`config.mk`:
```
export PLATFORM = sky130hd
export DESIGN_NAME = uart_rx_frame_ctrl
export DESIGN_NICKNAME = d
export VERILOG_FILES = /design/src/rtl/uart_frame_pkg.sv /design/src/rtl/uart_frame_buf.sv /design/src/rtl/uart_rx_frame_ctrl.sv
export SDC_FILE = /design/constraint.sdc
export NUM_CORES = 1
export LEC_CHECK = 0
export BUFFER_PORTS_ARGS = -buffer_cell sky130_fd_sc_hd__buf_2
export CAP_MARGIN = 20
export CORE_MARGIN = 10
export CORE_UTILIZATION = 50
export DETAILED_ROUTE_END_ITERATION = 12
export GPL_ROUTABILITY_DRIVEN = 0
export PLACE_DENSITY = 0.72
export SYNTH_ARGS = -nofsm -noshare
export SYNTH_HDL_FRONTEND = slang
export SYNTH_HIERARCHICAL = 1
export SYNTH_SLANG_ARGS = --single-unit
```
`constraint.sdc`:
```
create_clock -name i_u_clk -period 2.6 [get_ports i_u_clk]
set_input_delay 0.26 -clock i_u_clk [delete_from_list [all_inputs] [get_ports i_u_clk]]
set_output_delay 0.26 -clock i_u_clk [all_outputs]
set_load 0.02 [all_outputs]
```
`src/rtl/uart_frame_pkg.sv`:
```
// Shared definitions for the UART frame controller: FSM states, error codes
// and the default start-of-frame marker.
package uart_frame_pkg;

  typedef enum logic [2:0] {
    ST_IDLE,
    ST_LEN,
    ST_PAYLOAD,
    ST_CHECK,
    ST_DRAIN
  } state_t;

  localparam logic [1:0] ERR_NONE    = 2'd0;
  localparam logic [1:0] ERR_LEN     = 2'd1;
  localparam logic [1:0] ERR_CSUM    = 2'd2;
  localparam logic [1:0] ERR_TIMEOUT = 2'd3;

  localparam logic [7:0] FRAME_HEAD_DEFAULT = 8'hA5;

endpackage

```
`src/rtl/uart_frame_buf.sv`:
```
// Payload buffer: register array with a synchronous write port and a
// combinational read port.
module uart_frame_buf #(
  parameter int unsigned P_DEPTH = 16,
  parameter int unsigned P_WIDTH = 8,
  parameter int unsigned P_AW    = (P_DEPTH > 1) ? $clog2(P_DEPTH) : 1
) (
  input  logic               clk,
  input  logic               we,
  input  logic [P_AW-1:0]    waddr,
  input  logic [P_WIDTH-1:0] wdata,
  input  logic [P_AW-1:0]    raddr,
  output logic [P_WIDTH-1:0] rdata
);

  logic [P_WIDTH-1:0] mem [0:P_DEPTH-1];

  always_ff @(posedge clk) begin
    if (we) mem[waddr] <= wdata;
  end

  assign rdata = mem[raddr];

endmodule

```
`src/rtl/uart_rx_frame_ctrl.sv`:
```
// Frame parser behind the UART receiver: header, length, payload, checksum.
// Payload is released on a valid/ready stream only after the checksum passes.
module uart_rx_frame_ctrl
  import uart_frame_pkg::*;
#(
  parameter int unsigned P_UART_DATA_WIDTH = 8,
  parameter logic [P_UART_DATA_WIDTH-1:0] P_FRAME_HEAD = FRAME_HEAD_DEFAULT,
  parameter int unsigned P_MAX_LEN = 16,
  parameter int unsigned P_TIMEOUT = 40
) (
  input  logic                         i_u_clk,
  input  logic                         i_u_rst,
  input  logic [P_UART_DATA_WIDTH-1:0] i_rx_data,
  input  logic                         i_rx_valid,
  output logic [P_UART_DATA_WIDTH-1:0] o_pld_data,
  output logic                         o_pld_valid,
  output logic                         o_pld_last,
  input  logic                         i_pld_ready,
  output logic                         o_frame_ok,
  output logic                         o_frame_err,
  output logic [1:0]                   o_err_code,
  output logic                         o_overrun,
  output logic                         o_busy
);

  localparam int unsigned DW = P_UART_DATA_WIDTH;
  localparam int unsigned IW = $clog2(P_MAX_LEN) + 1;
  localparam int unsigned AW = (P_MAX_LEN > 1) ? $clog2(P_MAX_LEN) : 1;
  localparam int unsigned TW = $clog2(P_TIMEOUT) + 1;
  localparam logic [DW-1:0] MAX_LEN_B = DW'(P_MAX_LEN);
  localparam logic [TW-1:0] TMO_LIM   = TW'(P_TIMEOUT);

  state_t        state, state_n;
  logic [IW-1:0] len, len_n;
  logic [IW-1:0] wr_idx, wr_n;
  logic [IW-1:0] rd_idx, rd_n;
  logic [DW-1:0] csum, csum_n;
  logic [TW-1:0] tmo, tmo_n;
  logic          ok_q, ok_n;
  logic          err_q, err_n;
  logic [1:0]    code_q, code_n;
  logic          ovr_q, ovr_n;
  logic          we;
  logic [DW-1:0] rdata;
  logic          draining;

  uart_frame_buf #(
    .P_DEPTH (P_MAX_LEN),
    .P_WIDTH (DW),
    .P_AW    (AW)
  ) u_buf (
    .clk   (i_u_clk),
    .we    (we),
    .waddr (wr_idx[AW-1:0]),
    .wdata (i_rx_data),
    .raddr (rd_idx[AW-1:0]),
    .rdata (rdata)
  );

  always_ff @(posedge i_u_clk or posedge i_u_rst) begin
    if (i_u_rst) begin
      state  <= ST_IDLE;
      len    <= '0;
      wr_idx <= '0;
      rd_idx <= '0;
      csum   <= '0;
      tmo    <= '0;
      ok_q   <= 1'b0;
      err_q  <= 1'b0;
      code_q <= ERR_NONE;
      ovr_q  <= 1'b0;
    end else begin
      state  <= state_n;
      len    <= len_n;
      wr_idx <= wr_n;
      rd_idx <= rd_n;
      csum   <= csum_n;
      tmo    <= tmo_n;
      ok_q   <= ok_n;
      err_q  <= err_n;
      code_q <= code_n;
      ovr_q  <= ovr_n;
    end
  end

  always_comb begin
    state_n = state;
    len_n   = len;
    wr_n    = wr_idx;
    rd_n    = rd_idx;
    csum_n  = csum;
    tmo_n   = tmo;
    ok_n    = 1'b0;
    err_n   = 1'b0;
    code_n  = code_q;
    ovr_n   = 1'b0;
    we      = 1'b0;

    // Byteless cycles inside a frame age the inter-byte timer; a byte in the
    // same cycle as expiry takes priority via the case below.
    if ((state == ST_LEN || state == ST_PAYLOAD || state == ST_CHECK) && !i_rx_valid) begin
      if (tmo == TMO_LIM) begin
        state_n = ST_IDLE;
        err_n   = 1'b1;
        code_n  = ERR_TIMEOUT;
        wr_n    = '0;
        rd_n    = '0;
        csum_n  = '0;
        tmo_n   = '0;
      end else begin
        tmo_n = tmo + 1'b1;
      end
    end

    case (state)
      ST_IDLE: begin
        if (i_rx_valid && i_rx_data == P_FRAME_HEAD) begin
          state_n = ST_LEN;
          tmo_n   = '0;
        end
      end
      ST_LEN: begin
        if (i_rx_valid) begin
          tmo_n = '0;
          if (i_rx_data == '0 || i_rx_data > MAX_LEN_B) begin
            state_n = ST_IDLE;
            err_n   = 1'b1;
            code_n  = ERR_LEN;
            wr_n    = '0;
            rd_n    = '0;
            csum_n  = '0;
          end else begin
            state_n = ST_PAYLOAD;
            len_n   = IW'(i_rx_data);
            csum_n  = i_rx_data;
            wr_n    = '0;
          end
        end
      end
      ST_PAYLOAD: begin
        if (i_rx_valid) begin
          tmo_n  = '0;
          we     = 1'b1;
          csum_n = csum ^ i_rx_data;
          wr_n   = wr_idx + 1'b1;
          if (wr_idx + 1'b1 == len) state_n = ST_CHECK;
        end
      end
      ST_CHECK: begin
        if (i_rx_valid) begin
          tmo_n = '0;
          if (i_rx_data == csum) begin
            state_n = ST_DRAIN;
            ok_n    = 1'b1;
            rd_n    = '0;
          end else begin
            state_n = ST_IDLE;
            err_n   = 1'b1;
            code_n  = ERR_CSUM;
            wr_n    = '0;
            rd_n    = '0;
            csum_n  = '0;
          end
        end
      end
      ST_DRAIN: begin
        if (i_rx_valid) ovr_n = 1'b1;
        if (i_pld_ready) begin
          if (rd_idx == len - 1'b1) begin
            state_n = ST_IDLE;
            rd_n    = '0;
          end else begin
            rd_n = rd_idx + 1'b1;
          end
        end
      end
      default: state_n = ST_IDLE;
    endcase
  end

  assign draining    = (state == ST_DRAIN);
  assign o_pld_valid = draining;
  assign o_pld_data  = draining ? rdata : '0;
  assign o_pld_last  = draining && (rd_idx == len - 1'b1);
  assign o_frame_ok  = ok_q;
  assign o_frame_err = err_q;
  assign o_err_code  = code_q;
  assign o_overrun   = ovr_q;
  assign o_busy      = (state != ST_IDLE);

endmodule
```
# Word level (Yosys, flattened, before mapping)
# Memories as Yosys holds them, arrays and structs flattened.
# Index checks and enable logic that the tools add are counted.
# op_classes
addsub,4
n_lt_le_gt_ge,1
eq_ne,9
muxes,63
bitwise,2
reduce_logical,12
# ops
operator,count
2-to-1 mux 5 bit,13
2-to-1 mux 8 bit,8
2-to-1 mux 3 bit,10
case mux 5 bit (3 select lines),2
2-to-1 mux 7 bit,4
case mux 8 bit (3 select lines),1
case mux 3 bit (5 select lines),1
2-to-1 mux 1 bit,14
2-to-1 mux 2 bit,7
case mux 7 bit (2 select lines),1
"adder 5 x 1 -> 5 bit, second input constant",2
equality test 5 bit,2
equality test 8 bit,1
"equality test 8 bit, second input constant",1
"> comparator 8 x 5 -> 1 bit, second input constant",1
logical NOT 8 bit,1
bitwise XOR 8 bit,1
"adder 7 x 1 -> 7 bit, second input constant",1
"equality test 7 x 6 -> 1 bit, second input constant",1
"equality test 3 x 2 -> 1 bit, second input constant",2
"subtractor 5 x 1 -> 5 bit, second input constant",1
case mux 2 bit (2 select lines),1
"equality test 3 x 1 -> 1 bit, second input constant",1
"equality test 3 bit, second input constant",1
9 further kinds,13
# totals
register_bits,38
ram_bits,128
output_inout_bits,16
wordCells,102
memories,1
# mem_list
memory,words,width,read_ports,rd_ports_with_merged_regs,wr,line,source
u_buf.mem,16,8,1,0,1,uart_frame_buf.sv:16,logic [P_WIDTH-1:0] mem [0:P_DEPTH-1];

# Depth between registers and ports, before layout
# Gate-level depths: netlist (run 1).
# logic_depth
depth_word,8
ltp_mapped,8
depth_no_buf,7

# Hierarchy
# The synthesis (run 1) kept the hierarchy.
# by_module_without_submodules
module,n_inst,cells_per_inst,area_each_um2
uart_frame_buf,1,221,4987.3
uart_rx_frame_ctrl,1,251,2348.5

# Worst setup path after synthesis (run 1)
# OpenSTA, ideal clock, no wires.
# synth_timing
path_type,reg2reg
startpoint,register state[2]
endpoint,memory u_buf.mem[0][0] (enable)
setup_ps,383
t_arrival_ps,2361
t_required_ps,2217
setup_slack_ps,-144
path_stages_with_launch,7
path_buffers,1
period_less_slack_ps,2744
path_cell_list,dfrtp_1 -> nor2b_1 -> nand3b_1 -> inv_1 -> clkbuf_1 -> or3b_2 -> nor3_1
# synth_between
elab_chain_len,4
# synth_rtl
element,line,source
"start, declared",uart_rx_frame_ctrl.sv:33,"state_t state, state_n;"
"start signal, assigned",uart_rx_frame_ctrl.sv:73,state <= state_n;
equality test 3 x 2 -> 1 bit,uart_rx_frame_ctrl.sv:115,case (state)
2-to-1 mux 1 bit,uart_rx_frame_ctrl.sv:115,
via we,uart_rx_frame_ctrl.sv:43,logic we;
2-to-1 mux 1 bit,uart_frame_buf.sv:19,if (we) mem[waddr] <= wdata;
2-to-1 mux 1 bit (not written as such),uart_frame_buf.sv:19,
"end, declared",uart_frame_buf.sv:16,
# The timed path passes the listed nets, and every way through them passes these cells.

# Worst setup path after layout (run 1)
# layout_timing
startpoint,register rd_idx[0]
endpoint,output o_pld_data[7]
# layout_between
elab_chain_len,2
# layout_rtl
element,line,source
"start, declared",uart_rx_frame_ctrl.sv:36,"logic [IW-1:0] rd_idx, rd_n;"
"start signal, assigned",uart_rx_frame_ctrl.sv:76,rd_idx <= rd_n;
memory (16 x 8 bit),--,
via rdata[7],uart_rx_frame_ctrl.sv:44,logic [DW-1:0] rdata;
2-to-1 mux 8 bit,uart_rx_frame_ctrl.sv:183,assign o_pld_data = draining ? rdata : '0;
"end, declared",uart_rx_frame_ctrl.sv:15,"output logic [P_UART_DATA_WIDTH-1:0] o_pld_data,"
# The timed path passes the listed nets, and every way through them passes these cells.

==> results.py, run 1 <==
metrics = {
    "yosys": {
        "synth_ff_type": "edfxtp_1",
        "syn_area_per_cell_um2": 15.5,
        "synth_edf_count": 128,
        "synthCells": 472,
        "synthArstFlopShare_pct": 22.9,
        "synthesis.nets": 489,
        "ys_ff_latch": 166,
        "yosysUniqueCellTypes": 63,
        "synth-seq-area-share_pct": 65.4,
        "synth_warnings": 6,
        "netlist_area_um2": 7340,
    },
    "route": {
        "drc": 0,
        "detail_route.wl_per_cell_um": 21.6,
        "drt_pass1_iterations": 4,
        "num_vias": 4376,
        "viasPerCell": 5.99,
        "drt-total-wl_um": 15800,
        "drt_iter0_drc": 408,
        "ant_nets": 0,
    },
    "global_routing": {
        "use_met3_pct": 3.26,
        "gr-usage-met1_pct": 22.4,
        "grt_pass1_wl_um": 25100,
        "use_met2_pct": 25.8,
        "busiest_layer": "met2",
        "track_usage_pct": 16.4,
        "grt_pass1_vias": 4390,
        "antenna_found_initial": 0,
        "overflow": 0,
        "grt_max_degree": 37,
    },
    "power": {
        "p_sw_share_pct": 28.1,
        "power.density_nw_per_um2": 878,
        "power.switching_w": 0.00211,
        "comb_power_share_pct": 24.4,
        "power_frac_seq_pct": 39.6,
        "p_clk_share_pct": 36.1,
        "ir_drop_v": 0.000536,
        "intPower_w": 0.00540,
        "p_leak_nw": 3.21,
        "finalPower_w": 0.00751,
    },
    "floorplan": {
        "start_util_pct": 50.7,
        "fp.dieW_um": 141,
        "num_io_pins": 28,
        "dieArea_um2": 19900,
        "die_height_um": 141,
        "core_area_um2": 14500,
        "rows": 44,
    },
    "critical_path": {
        "path_cells": "buf_12 -> mux4_2 -> a22oi_1 -> nand2_1 -> and3_1 -> buf_2",
        "crit_required_ns": 2.34,
        "cp-end-kind": "output port",
        "rrSetupSlack_ns": 0.32,
        "crit_buf_inv": 2,
        "critPathSlowestCell": "mux4_2",
        "cp-start-kind": "flip-flop",
        "r2r_cells": 6,
        "max_stage_delay_ns": 0.52,
        "criticalPathCategory": "reg2out",
        "r2r_start": "tmo[0]",
        "cp_data_arrival_time_ns": 2.31,
        "worstReg2RegEnd": "wr_idx[4]",
        "cp_top_family": "multiplexers",
        "startpoint": "rd_idx[0]",
        "cp_max_fo": 18,
    },
    "timing": {
        "fin_crit_sh_pct": 98.9,
        "fmax_mhz": 389,
        "finalHoldViolCount": 0,
        "slew_headroom_pct": 53.5,
        "worst_pin_slew_ns": 0.695,
        "setup_viol_count_final": 0,
        "clock_skew_ns": 0.0103,
        "fin_tns_setup_ns": 0,
        "maxSlewViolCount": 0,
        "rsz0062_at_grt": "yes",
        "period_needed_ns": 2.57,
    },
    "clock_network": {
        "cts-root-buf": "clkbuf_16",
        "clk_latency_ns": 0.43,
        "clock_path_buffers": 2,
        "cts.sinks": 166,
        "cts_htree_levels": 4,
        "cts_tree": "yes",
        "cts.reportedPaths.clkPinSlew_ns": 0.06,
        "cts_buffers": 17,
    },
    "finish": {
        "fin_util_pct": 59.1,
        "diodes": 0,
        "area_growth_syn_to_layout_pct": 16.6,
        "layout_common_cells": "edfxtp_1, dfrtp_1, nand2_1",
        "final_layout_size_suffix_gt1_share_pct": 24.7,
        "n_fill_cell": 1085,
        "final_common_cell": "edfxtp_1",
        "nets": 550,
    },
    "min_path": {
        "holdCritStartpoint": "i_rx_valid",
        "min_path_type": "in2reg",
        "holdPathEnd": "tmo[1]",
        "whs_path_depth": 2,
    },
    "run_status": {
        "status": "completed",
    },
    "flow_run": {
        "drv_cap": 0,
    },
    "placement": {
        "dp_hpwl_um": 10200,
        "port_buffers": 27,
    },
}
==> layer usage <==
| layer | part of all wire, % | vias up | routed length [µm] |
|---|---|---|---|
| li1 | - | 1982 | - |
| met1 | 45 | 2247 | 7110 |
| met2 | 49 | 128 | 7690 |
| met3 | 4.8 | 19 | 763 |
| met4 | 1.5 | 0 | 239 |
| met5 | 0 | - | 0 |
==> registers in the layout, indices dropped and copies added (netlist names) <==
signal and cells:
o_err_code 2, rd_idx 5, tmo 7, state 3
csum 8, o_frame_ok 1, o_overrun 1, wr_idx 5
len 5, u_buf/mem 128, o_frame_err 1
==> cell families after synthesis <==
group | Yosys count | synth area share [%]
AOI/OAI and AO/OA | 60 | 5.95
xor gates and xnor gates | 30 | 3.58
adders and majority gates | 5 | 0.853
buffers and inverters | 31 | 2.34
DFF | 166 | 65.4
muxes | 42 | 12.0
and+or+nand+nor | 138 | 9.91
==> power groups by stage <==
stage	combinational [W]	sequential (W)	clock [W]
2_1_floorplan	0.00125	0.00302	0
3_3_place_gp	0.00172	0.00304	0
3_5_place_dp	0.00174	0.00304	0
4_1_cts	0.00179	0.00297	0.00274
5_1_grt	0.00196	0.00298	0.00286
6_report	0.00183	0.00297	0.00271
==> how the worst max path moves through the flow <==
stage / end / slack, ns / cells past startpoint
2_1_floorplan: u_buf/mem[2][0] / 0.08 / 6
3_5_place_dp: o_pld_last / 0.34 / 6
5_1_grt: o_pld_data[2] / -0.06 / 6
4_1_cts: o_pld_last / -0.01 / 7
6_report: o_pld_data[7] / 0.03 / 6
3_3_place_gp: o_pld_data[4] / 0.36 / 6
==> what timing repair did <==
action | CTS | global route
hold buffers | 1 | 0
hold endpoints to repair | 38 | 0
buffers inserted | 1 | 5
pin swaps | 1 | 2
gates resized for setup | 3 | 3
setup endpoints to repair | 9 | 9
==> layout make-up <==
| type | instances | area (µm²) | area share, % |
|---|---|---|---|
| tap | 184 | 230 | 2.69 |
| clock buffer | 17 | 425 | 4.97 |
| inverter | 10 | 37.5 | 0.439 |
| sequential | 166 | 4800 | 56.1 |
| clock inverter | 15 | 214 | 2.50 |
| timing repair buffer | 63 | 445 | 5.21 |
| multi-input combinational | 275 | 2410 | 28.1 |
==> through the flow <==
step                instance area, µm²  hold WS, ns  cells  worst slack (ns)
detailed placement                7830        0.325    691             0.345
CTS                               8500        0.118    725           -0.0149
floorplan                         7340        0.359    472            0.0832
global placement                  7830        0.316    691             0.359
finish                            8560        0.141    730            0.0297
global route                      8560        0.150    730           -0.0622
==> synth_stat cells (2+ instances only) <==
| library cell | number | share of area (%) |
|---|---|---|
| a21oi_1 | 4 | 0.27 |
| a22o_1 | 2 | 0.24 |
| a22o_2 | 2 | 0.27 |
| a22oi_1 | 17 | 1.7 |
| a311o_1 | 2 | 0.27 |
| a31oi_1 | 5 | 0.43 |
| and3_1 | 11 | 0.94 |
| and3b_1 | 2 | 0.24 |
| buf_2 | 8 | 0.55 |
| buf_6 | 3 | 0.46 |
| clkbuf_1 | 6 | 0.31 |
| clkdlybuf4s25_2 | 3 | 0.41 |
| dfrtp_1 | 38 | 13 |
| edfxtp_1 | 128 | 52 |
| ha_1 | 5 | 0.85 |
| inv_1 | 10 | 0.51 |
| mux2_2 | 6 | 0.92 |
| mux2i_1 | 4 | 0.55 |
| mux4_1 | 14 | 5.0 |
| mux4_2 | 18 | 5.5 |
| nand2_1 | 33 | 1.7 |
| nand2b_1 | 3 | 0.26 |
| nand3_1 | 10 | 0.68 |
| nand3b_1 | 4 | 0.41 |
| nand4_1 | 6 | 0.51 |
| nand4bb_1 | 2 | 0.31 |
| nor2_1 | 30 | 1.5 |
| nor2_2 | 2 | 0.17 |
| nor2b_1 | 4 | 0.34 |
| nor3_1 | 10 | 0.68 |
| nor4_1 | 5 | 0.43 |
| o211ai_1 | 5 | 0.51 |
| o21ai_0 | 11 | 0.75 |
| or3_1 | 2 | 0.17 |
| xnor2_1 | 14 | 1.7 |
| xor2_1 | 16 | 1.9 |
No activity file was read; power rests on OpenSTA's default activity.
==> run 2, diff against run 1 <==
clock period = 2.1 ns   (was 2.6 ns; I/O delays follow)
==> results.py, run 2 (synthesized netlist as in run 1, its figures left out) <==
metrics = {
    "critical_path": {
        "max_stage_delay_ns": 0.55,
        "rrSetupSlack_ns": 0.04,
        "crit_end": "o_pld_data[1]",
        "crit_required_ns": 1.89,
        "path_cells": "buf_12 -> mux4_2 -> a22oi_2 -> nand2_1 -> and3_1 -> buf_2",
        "cp-start-kind": "flip-flop",
        "crit_buf_inv": 2,
        "r2r_cells": 8,
        "cp_data_arrival_time_ns": 2.28,
        "cp_max_fo": 10,
        "startpoint": "rd_idx[0]",
        "cp_top_family": "multiplexers",
        "r2r_start": "rd_idx[2]",
        "cp_num_cells": 6,
        "cp-end-kind": "output port",
        "criticalPathCategory": "reg2out",
        "worstReg2RegEnd": "rd_idx[0]",
        "critPathSlowestCell": "mux4_2",
    },
    "finish": {
        "fin_area_um2": 8810,
        "final_layout_size_suffix_gt1_share_pct": 33.6,
        "nets": 574,
        "largest_register_ffs": 128,
        "final_common_cell": "edfxtp_1",
        "layout_common_cells": "edfxtp_1, buf_4, dfrtp_1",
        "area_growth_syn_to_layout_pct": 20.1,
        "reg_top3": "u_buf/mem x128, csum x8, tmo x7",
        "final_cells": 753,
        "top_register": "u_buf/mem",
        "diodes": 0,
    },
    "timing": {
        "worst_pin_slew_ns": 0.528,
        "setup_viol_count_final": 9,
        "worst_hold_slack_ns": 0.0580,
        "maxSlewViolCount": 0,
        "fin_crit_sh_pct": 118,
        "clock_skew_ns": 0.00960,
        "rsz0062_at_grt": "yes",
        "slew_headroom_pct": 64.3,
        "fin_ws_ns": -0.386,
        "fmax_mhz": 402,
        "finalHoldViolCount": 0,
        "period_needed_ns": 2.49,
    },
    "power": {
        "comb_power_share_pct": 28.2,
        "power.density_nw_per_um2": 1060,
        "p_clk_share_pct": 32.6,
        "power.switching_w": 0.00269,
        "power_frac_seq_pct": 39.2,
        "ir_drop_v": 0.000654,
        "p_sw_share_pct": 28.8,
        "intPower_w": 0.00665,
        "p_leak_nw": 3.31,
    },
    "min_path": {
        "min_path_type": "in2reg",
    },
    "clock_network": {
        "cts_buffers": 17,
        "cts_tree": "yes",
        "clock_path_buffers": 2,
        "cts.sinks": 166,
        "cts-root-buf": "clkbuf_16",
        "cts_htree_levels": 4,
        "cts.reportedPaths.clkPinSlew_ns": 0.07,
        "clk_latency_ns": 0.43,
    },
    "route": {
        "drt_iter0_drc": 448,
        "drt_pass1_iterations": 5,
        "num_vias": 4492,
        "detail_route.wl_per_cell_um": 22.4,
        "drt-total-wl_um": 16900,
        "viasPerCell": 5.97,
        "drc": 0,
        "ant_nets": 0,
    },
    "floorplan": {
        "num_io_pins": 28,
        "fp.dieW_um": 141,
        "dieArea_um2": 19900,
        "die_height_um": 141,
        "core_area_um2": 14500,
        "start_util_pct": 50.7,
        "rows": 44,
    },
    "run_status": {
        "status": "finished with violations",
        "violations": "setup timing",
    },
    "global_routing": {
        "grt_pass1_vias": 4520,
        "use_met2_pct": 27.5,
        "antenna_found_initial": 0,
        "grt_pass1_wl_um": 26200,
        "grt_max_degree": 39,
        "use_met3_pct": 4.47,
        "busiest_layer": "met2",
        "overflow": 0,
        "track_usage_pct": 17.2,
        "gr-usage-met1_pct": 22.6,
    },
    "placement": {
        "port_buffers": 27,
        "dp.cells": 714,
        "dp_hpwl_um": 11100,
        "placed_cell_area_um2": 8040,
    },
    "flow_run": {
        "drv_cap": 0,
    },
}
-- run 2: repair_timing --
action / CTS / global route
hold endpoints to repair: 38 / 0
buffers inserted: 5 / 2
gates resized for setup: 26 / 18
endpoints found under the setup margin: 9 / 19
hold buffers: 1 / 0
pin swaps: 8 / 3
-- run 2: layer usage --
metal / up-vias / routed length (µm)
met1: 2303 / 7040
met5: - / 0
li1: 2020 / -
met4: 0 / 235
met2: 142 / 8600
met3: 27 / 979
-- run 2: power groups by stage --
| stage | logic (W) | clock network (W) | registers (W) |
|---|---|---|---|
| 6_report | 0.00264 | 0.00304 | 0.00366 |
| 5_1_grt | 0.00280 | 0.00323 | 0.00367 |
| 4_1_cts | 0.00252 | 0.00308 | 0.00366 |
| 3_5_place_dp | 0.00230 | 0 | 0.00373 |
| 3_3_place_gp | 0.00226 | 0 | 0.00372 |
| 2_1_floorplan | 0.00155 | 0 | 0.00374 |
-- run 2: cell type report --
type | instances | area [µm²]
clock buffers | 17 | 425
clock inverters | 14 | 150
fillers | 1051 | 5670
inverters | 10 | 37.5
multi-input cells | 275 | 2510
flip-flops and latches | 166 | 4800
well taps | 184 | 230
repair buffers | 87 | 656
-- run 2: worst min path at each step --
stage / from / endpoint / slack [ns] / cells after the start
finish: i_rx_valid / tmo[1] / 0.06 / 2
detailed placement: i_u_rst / tmo[5] / 0.36 / 3
floorplan: i_rx_data[0] / u_buf/mem[0][0] / 0.31 / 0
global route: i_rx_valid / tmo[1] / 0.06 / 2
CTS: i_rx_valid / tmo[1] / 0.05 / 2
global placement: i_u_rst / tmo[6] / 0.36 / 3
-- run 2: metrics by stage --
stage	total power [W]	setup WS, ns	TNS [ns]	utilization [%]
6_report	0.00934	-0.386	-2.91	60.8
2_1_floorplan	0.00528	0.00274	0	-
3_3_place_gp	0.00598	0.0186	0	55.5
4_1_cts	0.00926	-0.403	-3.17	60.3
5_1_grt	0.00969	-0.464	-3.67	60.8
3_5_place_dp	0.00603	-0.0210	-0.0210	55.5
